[src/rtl/key_event_poller_pkg.sv]
// Shared definitions for the key event poller: FSM states, PIO register
// addresses and the Avalon-MM data bus width.
package key_event_poller_pkg;

    localparam int unsigned BUS_W = 32;

    localparam logic [1:0] ADDR_DATA = 2'd0;
    localparam logic [1:0] ADDR_EDGE = 2'd3;

    typedef enum logic [2:0] {
        IDLE      = 3'd0,
        RD_EDGE   = 3'd1,
        EDGE_WAIT = 3'd2,
        WR_CLR    = 3'd3,
        RD_LVL    = 3'd4,
        LVL_WAIT  = 3'd5,
        EMIT      = 3'd6
    } state_e;

endpackage

[src/rtl/key_event_poller_poll_interval_counter.sv]
// Poll interval down-counter.
// Counts POLL_CYCLES-1 down to 0 while run is high; reloads to POLL_CYCLES-1
// whenever run is low or the count has reached 0 (the expiry cycle).
// Ports:
//   clk, reset  - clock, asynchronous active-high reset
//   run         - decrement enable (poller idle and polling enabled)
//   expired_c   - count is 0 (combinational from the count register)
module poll_interval_counter #(
    parameter int unsigned POLL_CYCLES = 50000
) (
    input  logic clk,
    input  logic reset,
    input  logic run,
    output logic expired_c
);

    localparam int unsigned CNT_W = (POLL_CYCLES > 1) ? $clog2(POLL_CYCLES) : 1;
    localparam logic [CNT_W-1:0] RELOAD = CNT_W'(POLL_CYCLES - 1);

    logic [CNT_W-1:0] count_q, count_d;

    // Decrement while running; otherwise (or on expiry) sit at the reload value.
    always_comb begin
        count_d = RELOAD;
        if (run && (count_q != '0)) begin
            count_d = count_q - CNT_W'(1);
        end
    end

    always_ff @(posedge clk or posedge reset) begin
        if (reset) begin
            count_q <= RELOAD;
        end else begin
            count_q <= count_d;
        end
    end

    assign expired_c = (count_q == '0);

endmodule

[src/rtl/key_event_poller.sv]
// Avalon-MM initiator that polls a push-button PIO: reads edge capture,
// clears it when non-zero, reads the live level and emits one valid/ready event.
// Ports:
//   clk, reset        - clock, asynchronous active-high reset
//   enable            - allows new polls to start
//   avm_*             - Avalon-MM initiator towards the key PIO
//   evt_valid/ready   - event handshake; evt_edges/evt_level are the payload
//   busy              - high whenever a poll sequence is in progress
module key_event_poller
    import key_event_poller_pkg::*;
#(
    parameter int unsigned WIDTH       = 2,
    parameter int unsigned POLL_CYCLES = 50000
) (
    input  logic              clk,
    input  logic              reset,
    input  logic              enable,
    output logic [1:0]        avm_address,
    output logic              avm_chipselect,
    output logic              avm_write_n,
    output logic [BUS_W-1:0]  avm_writedata,
    input  logic [BUS_W-1:0]  avm_readdata,
    output logic              evt_valid,
    input  logic              evt_ready,
    output logic [WIDTH-1:0]  evt_edges,
    output logic [WIDTH-1:0]  evt_level,
    output logic              busy
);

    state_e           state_q, state_d;
    logic [1:0]       address_q, address_d;
    logic             cs_q, cs_d;
    logic             write_n_q, write_n_d;
    logic             valid_q, valid_d;
    logic [WIDTH-1:0] edges_q, edges_d;
    logic [WIDTH-1:0] level_q, level_d;
    logic             busy_q, busy_d;

    logic             run_c;
    logic             expired_c;
    logic [WIDTH-1:0] rd_bits_c;
    logic             unused_rdata;

    assign rd_bits_c    = avm_readdata[WIDTH-1:0];
    // Only the key bits of readdata matter; the rest is ignored on purpose.
    assign unused_rdata = ^avm_readdata;

    assign run_c = (state_q == IDLE) && enable;

    poll_interval_counter #(
        .POLL_CYCLES (POLL_CYCLES)
    ) u_interval (
        .clk       (clk),
        .reset     (reset),
        .run       (run_c),
        .expired_c (expired_c)
    );

    // Next state and payload capture; bus/event outputs are derived from the
    // next state so they are registered together with it.
    always_comb begin
        state_d = state_q;
        edges_d = edges_q;
        level_d = level_q;
        case (state_q)
            IDLE:      if (run_c && expired_c) state_d = RD_EDGE;
            RD_EDGE:   state_d = EDGE_WAIT;
            EDGE_WAIT: begin
                if (rd_bits_c == '0) begin
                    state_d = IDLE;
                end else begin
                    edges_d = rd_bits_c;
                    state_d = WR_CLR;
                end
            end
            WR_CLR:    state_d = RD_LVL;
            RD_LVL:    state_d = LVL_WAIT;
            LVL_WAIT: begin
                level_d = rd_bits_c;
                state_d = EMIT;
            end
            EMIT:      if (evt_ready) state_d = IDLE;
            default:   state_d = IDLE;
        endcase

        cs_d      = (state_d == RD_EDGE) || (state_d == WR_CLR) || (state_d == RD_LVL);
        write_n_d = (state_d != WR_CLR);
        address_d = ((state_d == RD_EDGE) || (state_d == WR_CLR)) ? ADDR_EDGE : ADDR_DATA;
        valid_d   = (state_d == EMIT);
        busy_d    = (state_d != IDLE);
    end

    always_ff @(posedge clk or posedge reset) begin
        if (reset) begin
            state_q   <= IDLE;
            address_q <= ADDR_DATA;
            cs_q      <= 1'b0;
            write_n_q <= 1'b1;
            valid_q   <= 1'b0;
            edges_q   <= '0;
            level_q   <= '0;
            busy_q    <= 1'b0;
        end else begin
            state_q   <= state_d;
            address_q <= address_d;
            cs_q      <= cs_d;
            write_n_q <= write_n_d;
            valid_q   <= valid_d;
            edges_q   <= edges_d;
            level_q   <= level_d;
            busy_q    <= busy_d;
        end
    end

    assign avm_address    = address_q;
    assign avm_chipselect = cs_q;
    assign avm_write_n    = write_n_q;
    assign avm_writedata  = BUS_W'(0);
    assign evt_valid      = valid_q;
    assign evt_edges      = edges_q;
    assign evt_level      = level_q;
    assign busy           = busy_q;

endmodule
[config.mk]
export PLATFORM = sky130hd
export DESIGN_NAME = key_event_poller
export DESIGN_NICKNAME = d
export VERILOG_FILES = /design/src/rtl/key_event_poller_pkg.sv /design/src/rtl/key_event_poller_poll_interval_counter.sv /design/src/rtl/key_event_poller.sv
export SDC_FILE = /design/constraint.sdc
export NUM_CORES = 1
export LEC_CHECK = 0
export ABC_AREA = 0
export BUFFER_PORTS_ARGS = -buffer_cell sky130_fd_sc_hd__buf_4
export CAP_MARGIN = 20
export CORE_ASPECT_RATIO = 0.8
export CORE_UTILIZATION = 47
export CTS_BUF_LIST = sky130_fd_sc_hd__clkbuf_8
export DETAILED_ROUTE_END_ITERATION = 10
export PLACE_DENSITY = 0.94
export SYNTH_ARGS = -nofsm -noshare
export SYNTH_HDL_FRONTEND = slang
export SYNTH_SLANG_ARGS = --single-unit
[constraint.sdc]
create_clock -name clk -period 2.4 [get_ports clk]
set_clock_uncertainty 0.2 [all_clocks]
set_input_delay 0.6 -clock clk [delete_from_list [all_inputs] [get_ports clk]]
set_output_delay 0.6 -clock clk [all_outputs]
set_load 0.05 [all_outputs]
## Yosys cells after proc, flatten, opt, wreduce, memory -nomap -nowiden

Cells that the tools add are included.

- $add $sub $neg: 1
- Equal/unequal tests: 11
- Muxes and demuxes: 6
- Bitwise gates (word level): 1
- Reductions and logical operators: 11

Operator list:

| kind | count |
|---|---|
| $pmux 3 s7 | 1 |
| $logic_not 16->1 | 1 |
| $mux 16 | 1 |
| $reduce_bool 16->1 | 1 |
| $sub 16x1->16 const B | 1 |
| $eq 3x3->1 const B | 5 |
| $eq 3x2->1 const B | 3 |
| $eq 3x1->1 const B | 2 |
| $mux 3 | 2 |
| $mux 2 | 2 |
| $logic_and 1x1->1 | 3 |
| $logic_not 3->1 | 1 |
| $ne 3x2->1 const B | 1 |
| $reduce_bool 3->1 | 1 |
| $logic_not 2->1 | 1 |
| $logic_or 1x1->1 | 2 |
| $reduce_and 2->1 | 1 |
| $not 1->1 | 1 |

- Bits in registers: 29
- Output and inout bits: 42
- Logic and storage cells: 39

## Logic depth before layout (Yosys ltp)

Gate-level depths: netlist of the first run.

- Word-level depth: 8
- Mapped depth: 6
- Mapped depth without buffers: 6

## By module

A second synthesis of the first run with hierarchy kept.

- Cells, all modules: 156
- Area, all modules: 1639.1 um^2

Modules (own cells, without submodules):

| module | times used | cells an instance | area each (um^2) | seq. area each (um^2) |
|---|---|---|---|---|
| poll_interval_counter | 1 | 79 | 848.3 | 411.6 |
| key_event_poller | 1 | 77 | 790.8 | 301.5 |

## Least setup slack after synthesis of the first run

No wires, ideal clock.

- Kind: register to register
- Start: register u_interval.count_q[0]
- End: register u_interval.count_q[15]
- Library setup time: 0.099 ns
- Arrival: 1.522 ns
- Data required time: 2.101 ns
- Slack: 0.579 ns
- Cell stages (with the launch flop): 7
- Path buffers: 0
- Cell sequence: dfstp_2 inv_1 ha_1 nor3b_2 and4_1 nor2b_1 nand3_1

- Longest elaborated chain between the ends: 3
- Elaborated cells between the ends (all ways): 4

RTL lines:

| what | RTL line | RTL |
|---|---|---|
| start, declared | key_event_poller_poll_interval_counter.sv:20 | `logic [CNT_W-1:0] count_q, count_d;` |
| start signal, assigned | key_event_poller_poll_interval_counter.sv:34 | `count_q <= count_d;` |
| parallel branches: the longest is 2 deep, another holds $sub 16x1->16 | - |  |
| $mux 16 (*) | key_event_poller_poll_interval_counter.sv:25 | `if (run && (count_q != '0)) begin` |
| net u_interval.count_d[15] | key_event_poller_poll_interval_counter.sv:20 |  |

Mark *: on every way through the listed nets, which the timed path passes.
A chain may end at the register's enable or synchronous reset.

## Worst setup path in the final report of the first run

Same ends and word-level chain as after synthesis.

==> results of run 1 <==
## worst max-delay path, cell delays in order (launching register included)
cell     delay [ns]
dfstp_2        0.58
inv_1          0.05
ha_1           0.21
nor3b_2        0.21
and4_1         0.19
nor2b_1        0.43
nand3_1        0.15
## power by group
group	switching [mW]	total, mW	internal (mW)
Clock	0.138	0.284	0.147
Combinational	0.504	0.689	0.185
Sequential	0.0813	0.659	0.578
Total	0.723	1.63	0.910
## cells by family after synthesis
logic type	count (synthesis)
xor+xnor	8
buf+inv	38
compound gates	13
mux	2
flops	28
fa+ha+maj	1
simple gates	59
other cells	1
## metal layers
metal,global-route usage [%],up-vias,wire [microns]
met2,25.4,15,1170
li1,-,478,-
met4,3.26,0,18
met5,0,-,0
met3,3.91,2,60
met1,20.1,458,1080
## through the flow
| step | hold WS (ns) | cells | cell area (sq um) |
|---|---|---|---|
| floorplan | 0.245 | 181 | 1630 |
| global placement | 0.256 | 204 | 1560 |
| detailed placement | 0.267 | 204 | 1560 |
| CTS | 0.189 | 208 | 1610 |
| global route | 0.203 | 208 | 1610 |
| finish | 0.187 | 208 | 1610 |
## worst max-delay path by stage
stage	start	to	slack [ns]	depth (start not counted)
2_1_floorplan	u_interval.count_q[0]	u_interval.count_q[15]	0.58	6
3_3_place_gp	u_interval.count_q[0]	u_interval.count_q[15]	0.39	6
3_5_place_dp	u_interval.count_q[0]	u_interval.count_q[15]	0.25	6
4_1_cts	u_interval.count_q[0]	u_interval.count_q[9]	0.26	6
5_1_grt	u_interval.count_q[0]	u_interval.count_q[11]	0.16	6
6_report	u_interval.count_q[0]	u_interval.count_q[15]	0.27	6
## registers in the layout, indices dropped and copies added, names as in the netlist
signal / count
evt_edges: 2
avm_write_n: 1
evt_level: 2
u_interval.count_q: 16
busy: 1
evt_valid: 1
state_q: 3
avm_chipselect: 1
avm_address: 1
## area by class of cell
cell class | count | area, sq um | area share, %
multi-input cells | 115 | 651 | 40.4
inverters | 4 | 15.0 | 0.932
repair buffers | 17 | 128 | 7.92
flip-flops and latches | 28 | 713 | 44.3
well taps | 40 | 50.0 | 3.11
clock buffers | 4 | 55.1 | 3.42
## cells in the final DEF (no fill, tap or decap), types with 2 or more instances in the layout
cell type  count
conb_1        32
nand2_1       19
dfrtp_1       18
buf_4         17
nor2_1        10
dfstp_2       10
nand3_1        7
xor2_1         5
inv_1          4
o21ai_0        4
clkbuf_8       4
a21oi_1        3
nor4_1         3
xnor2_1        3
nor2b_1        2
mux2_2         2
nor3b_1        2
nand2b_1       2
nand4b_1       2
or4_1          2
o31ai_1        2
==> metrics.cfg, run 1 <==
[timing]
rsz0062_at_grt = false
maxSlewHeadroom_pct = 65.7
setup_violations = 0
worst_slack_ns = 0.274
fin_crit_sh_pct = 88.6
tightest_slew_ns = 0.511
period_minus_slack_ns = 2.13
finalHoldViolCount = 0
fmax_ghz = 0.470
finalSetupTns_ns = 0
slew_viol_final = 0

[clock_tree]
clk_path_buf_depth = 2
cts_tree = built
ctsResizeCount = 0
postCtsSetupBuffers = 0
postCtsHoldBufs = 0
cts-root-buf = clkbuf_8
worstSkewPairLatency_ns = 0.27
cts_made_buffers = 3
cts.clk_slew.worst_paths_ns = 0.09
numClockSinks = 28
h-tree-depth = 1

[layout]
diodes = 0
fill_cells = 277
drive_gt1_share_pct = 23.2
fin_util_pct = 52.2
area_growth_pct = 6.45
final_nets = 206

[synthesis]
synth.most_common_cell = buf_4
synth_top_family_by_area = simple AND/OR/NAND/NOR gates
synth_area_sq_mm = 0.00151
yosysTopAreaCellShare_pct = 29.8
ys_ff_latch = 28
synth_area_leaders = dfrtp_1 (30%), dfstp_2 (17%), buf_4 (16%), nand2_1 (4.7%), xor2_1 (2.9%)
synth_largest_area_cell = dfrtp_1
async_flop_share_pct = 100
yosysWarnings = 0
synth_compound_area_share_pct = 5.21
synthSimpleGateAreaFrac_pct = 22.9
syn_area_per_cell_sq_um = 10.1
synth_enable_flop_cells = 0
netlist_instances = 150
synthMuxAreaShare_pct = 1.49
synth_flop_cell = dfrtp_1
ys_seq_area_share_pct = 47.1
synthTopCellsByCount = buf_4 (33), nand2_1 (19), dfrtp_1 (18)
yosysUniqueCellTypes = 36
synthAdderAreaFrac_pct = 0.826
synth_xor_area_share_pct = 4.63

[flow_run]
maxCapViolCount = 0

[global_route]
grt_use_total_pct = 15.3
overflow = 0
grt_pass1_vias = 847
antenna_found_initial = 0
grt_max_degree = 29
grt_pass1_wl_mm = 3.89

[placement]
hpwlAfterDp_mm = 1.77
place_ws_ns = 0.251
io_buffers = 15
gp_congestion = 0.738

[pwr]
powerDensity_mw_per_mm2 = 1010
leakagePower_nw = 0.755
ir_worst_vdd_uv = 630
total_power_mw = 1.63

[setup_path]
path_class = flop to flop
reg2reg_from = u_interval.count_q[0]
regToRegEndpoint = u_interval.count_q[15]
worstSetupEndpointType = flop
worstPathMaxFanout = 7
required_ns = 2.37
start_kind = flop
arrival_ns = 2.10
r2r_cells = 6
rrSetupSlack_ns = 0.27

[die]
io-pin-count = 78
start_util_pct = 49.1
core_sq_mm = 0.00309
die-area_sq_mm = 0.00345
dieWidth_microns = 65.5
rows = 18
die_h_microns = 52.8

[drt]
num_vias = 953
firstDrtPassIters = 4
via_per_inst = 4.58
routed_wl_mm = 2.33
remaining_drc_errors = 0
drt-initial-drc-count = 42
drtAntennaViolNets = 0
routedWlPerCell_microns = 11.2

[min_path]
hold_path_class = input port to asynchronous set/reset pin

[outcome]
outcome = finished, final reports clean

Note: power is estimated with default switching activity, not from simulation.
==> run 2: changes to the inputs <==
- SKIP_LAST_GASP: unset -> 1
- clock period: 2.4 -> 2.29 ns (I/O delays scaled with it)
==> run 2 against run 1 <==
Effect of this change: sequential share of layout area fell by 0.64 points; wire length rose by 0.47%; sequential cell count is the same.
==> metrics.cfg, run 2 (synthesis gave the netlist of run 1 again) <==
[timing]
period_minus_slack_ns = 1.97
setup_violations = 0
rsz0062_at_grt = false
finalSetupTns_ns = 0
whs_ns = 0.148
maxSlewHeadroom_pct = 67.0
slew_viol_final = 0
finalHoldViolCount = 0
fmax_ghz = 0.507
tightest_slew_ns = 0.492
fin_crit_sh_pct = 86.1

[placement]
place_area_sq_mm = 0.00156
hpwlAfterDp_mm = 1.72
gp_congestion = 0.737
io_buffers = 15

[clock_tree]
ctsResizeCount = 0
h-tree-depth = 1
postCtsHoldBufs = 0
cts_made_buffers = 3
numClockSinks = 28
cts_tree = built
postCtsSetupBuffers = 0
cts.clk_slew.worst_paths_ns = 0.10
cts-root-buf = clkbuf_8
clk_path_buf_depth = 2
worstSkewPairLatency_ns = 0.27

[drt]
via_per_inst = 4.67
num_vias = 975
firstDrtPassIters = 4
drtAntennaViolNets = 0
remaining_drc_errors = 0
routed_wl_mm = 2.34
drt-initial-drc-count = 39
routedWlPerCell_microns = 11.2

[die]
die-area_sq_mm = 0.00345
rows = 18
core_sq_mm = 0.00309
io-pin-count = 78
start_util_pct = 49.1
dieWidth_microns = 65.5
die_h_microns = 52.8

[min_path]
hold_path_class = input port to asynchronous set/reset pin

[global_route]
grt_max_degree = 29
grt_pass1_wl_mm = 3.84
grt_use_total_pct = 14.9
antenna_found_initial = 0
grt_pass1_vias = 856
overflow = 0

[layout]
layout_common_cells = conb_1 (32), nand2_1 (19), dfrtp_1 (18), buf_4 (18)
area_growth_pct = 8.02
final_cell_area_sq_mm = 0.00164
top_register = u_interval.count_q
drive_gt1_share_pct = 23.7
top_regs = u_interval.count_q x16, state_q x3
final_common_cell = conb_1
largest_register_ffs = 16
final_nets = 207
diodes = 0

[setup_path]
worstPathMaxFanout = 9
start_kind = flop
required_ns = 2.24
arrival_ns = 1.92
path_class = flop to flop
worstSetupEndpointType = flop

[pwr]
powerDensity_mw_per_mm2 = 1100
ir_worst_vdd_uv = 708
leakagePower_nw = 0.768

[outcome]
outcome = finished, final reports clean

[flow_run]
maxCapViolCount = 0

==> run 2: cell types whose count changed in the layout (fill, tap and decap cells not counted) <==
cell       before  now
buf_4          17   18
bufinv_16       0    1
clkbuf_8        4    3
==> run 2: cell type report <==
class,instances,area (sq um)
sequential,28,713
tap,40,50.0
inverter,4,15.0
clock inverter,1,30.0
multi-input combinational,115,651
timing repair buffer,18,135
clock buffer,3,41.3
fill,267,1450
==> run 2: report_power, final <==
| group | internal, mW | switching, mW | total [mW] | leakage, nW |
|---|---|---|---|---|
| logic | 0.194 | 0.533 | 0.727 | 0.390 |
| registers | 0.605 | 0.0831 | 0.689 | 0.342 |
| clock network | 0.234 | 0.148 | 0.382 | 0.0357 |
| total | 1.03 | 0.764 | 1.80 | 0.767 |
==> run 2: layer usage <==
metal  track usage (%)  wire length (microns)
met1              20.4                   1100
met2              24.7                   1150
met3              3.26                     73
met4              2.17                     19
met5                 0                      0
==> run 2: worst paths after layout <==
path	startpoint	endpoint	slack, ns	depth (start not counted)
setup / recovery	u_interval.count_q[5]	u_interval.count_q[4]	0.32	4
hold / removal	reset	busy	0.15	3
hold reg to reg	u_interval.count_q[0]	u_interval.count_q[0]	0.29	1
setup reg to reg	u_interval.count_q[5]	u_interval.count_q[4]	0.32	4
max in group asynchronous	reset	avm_write_n	1.42	3
min in group clk	u_interval.count_q[0]	u_interval.count_q[0]	0.29	1
==> run 2: through the flow <==
step	std cells	util [%]	power [mW]	setup slack, ns
after detailed placement	205	50.7	1.43	0.327
after CTS	209	53.0	1.81	0.299
after floorplan	181	-	1.29	0.469
final	209	53.0	1.80	0.319
after global routing	209	53.0	1.89	0.149
after global placement	205	50.7	1.41	0.356
==> run 2: worst max-delay path: stages, from the launching register on <==
cell      delay [ns]
dfrtp_1         0.46
nor4_4          0.50
and4_1          0.32
nand2b_1        0.28
nor2_1          0.09
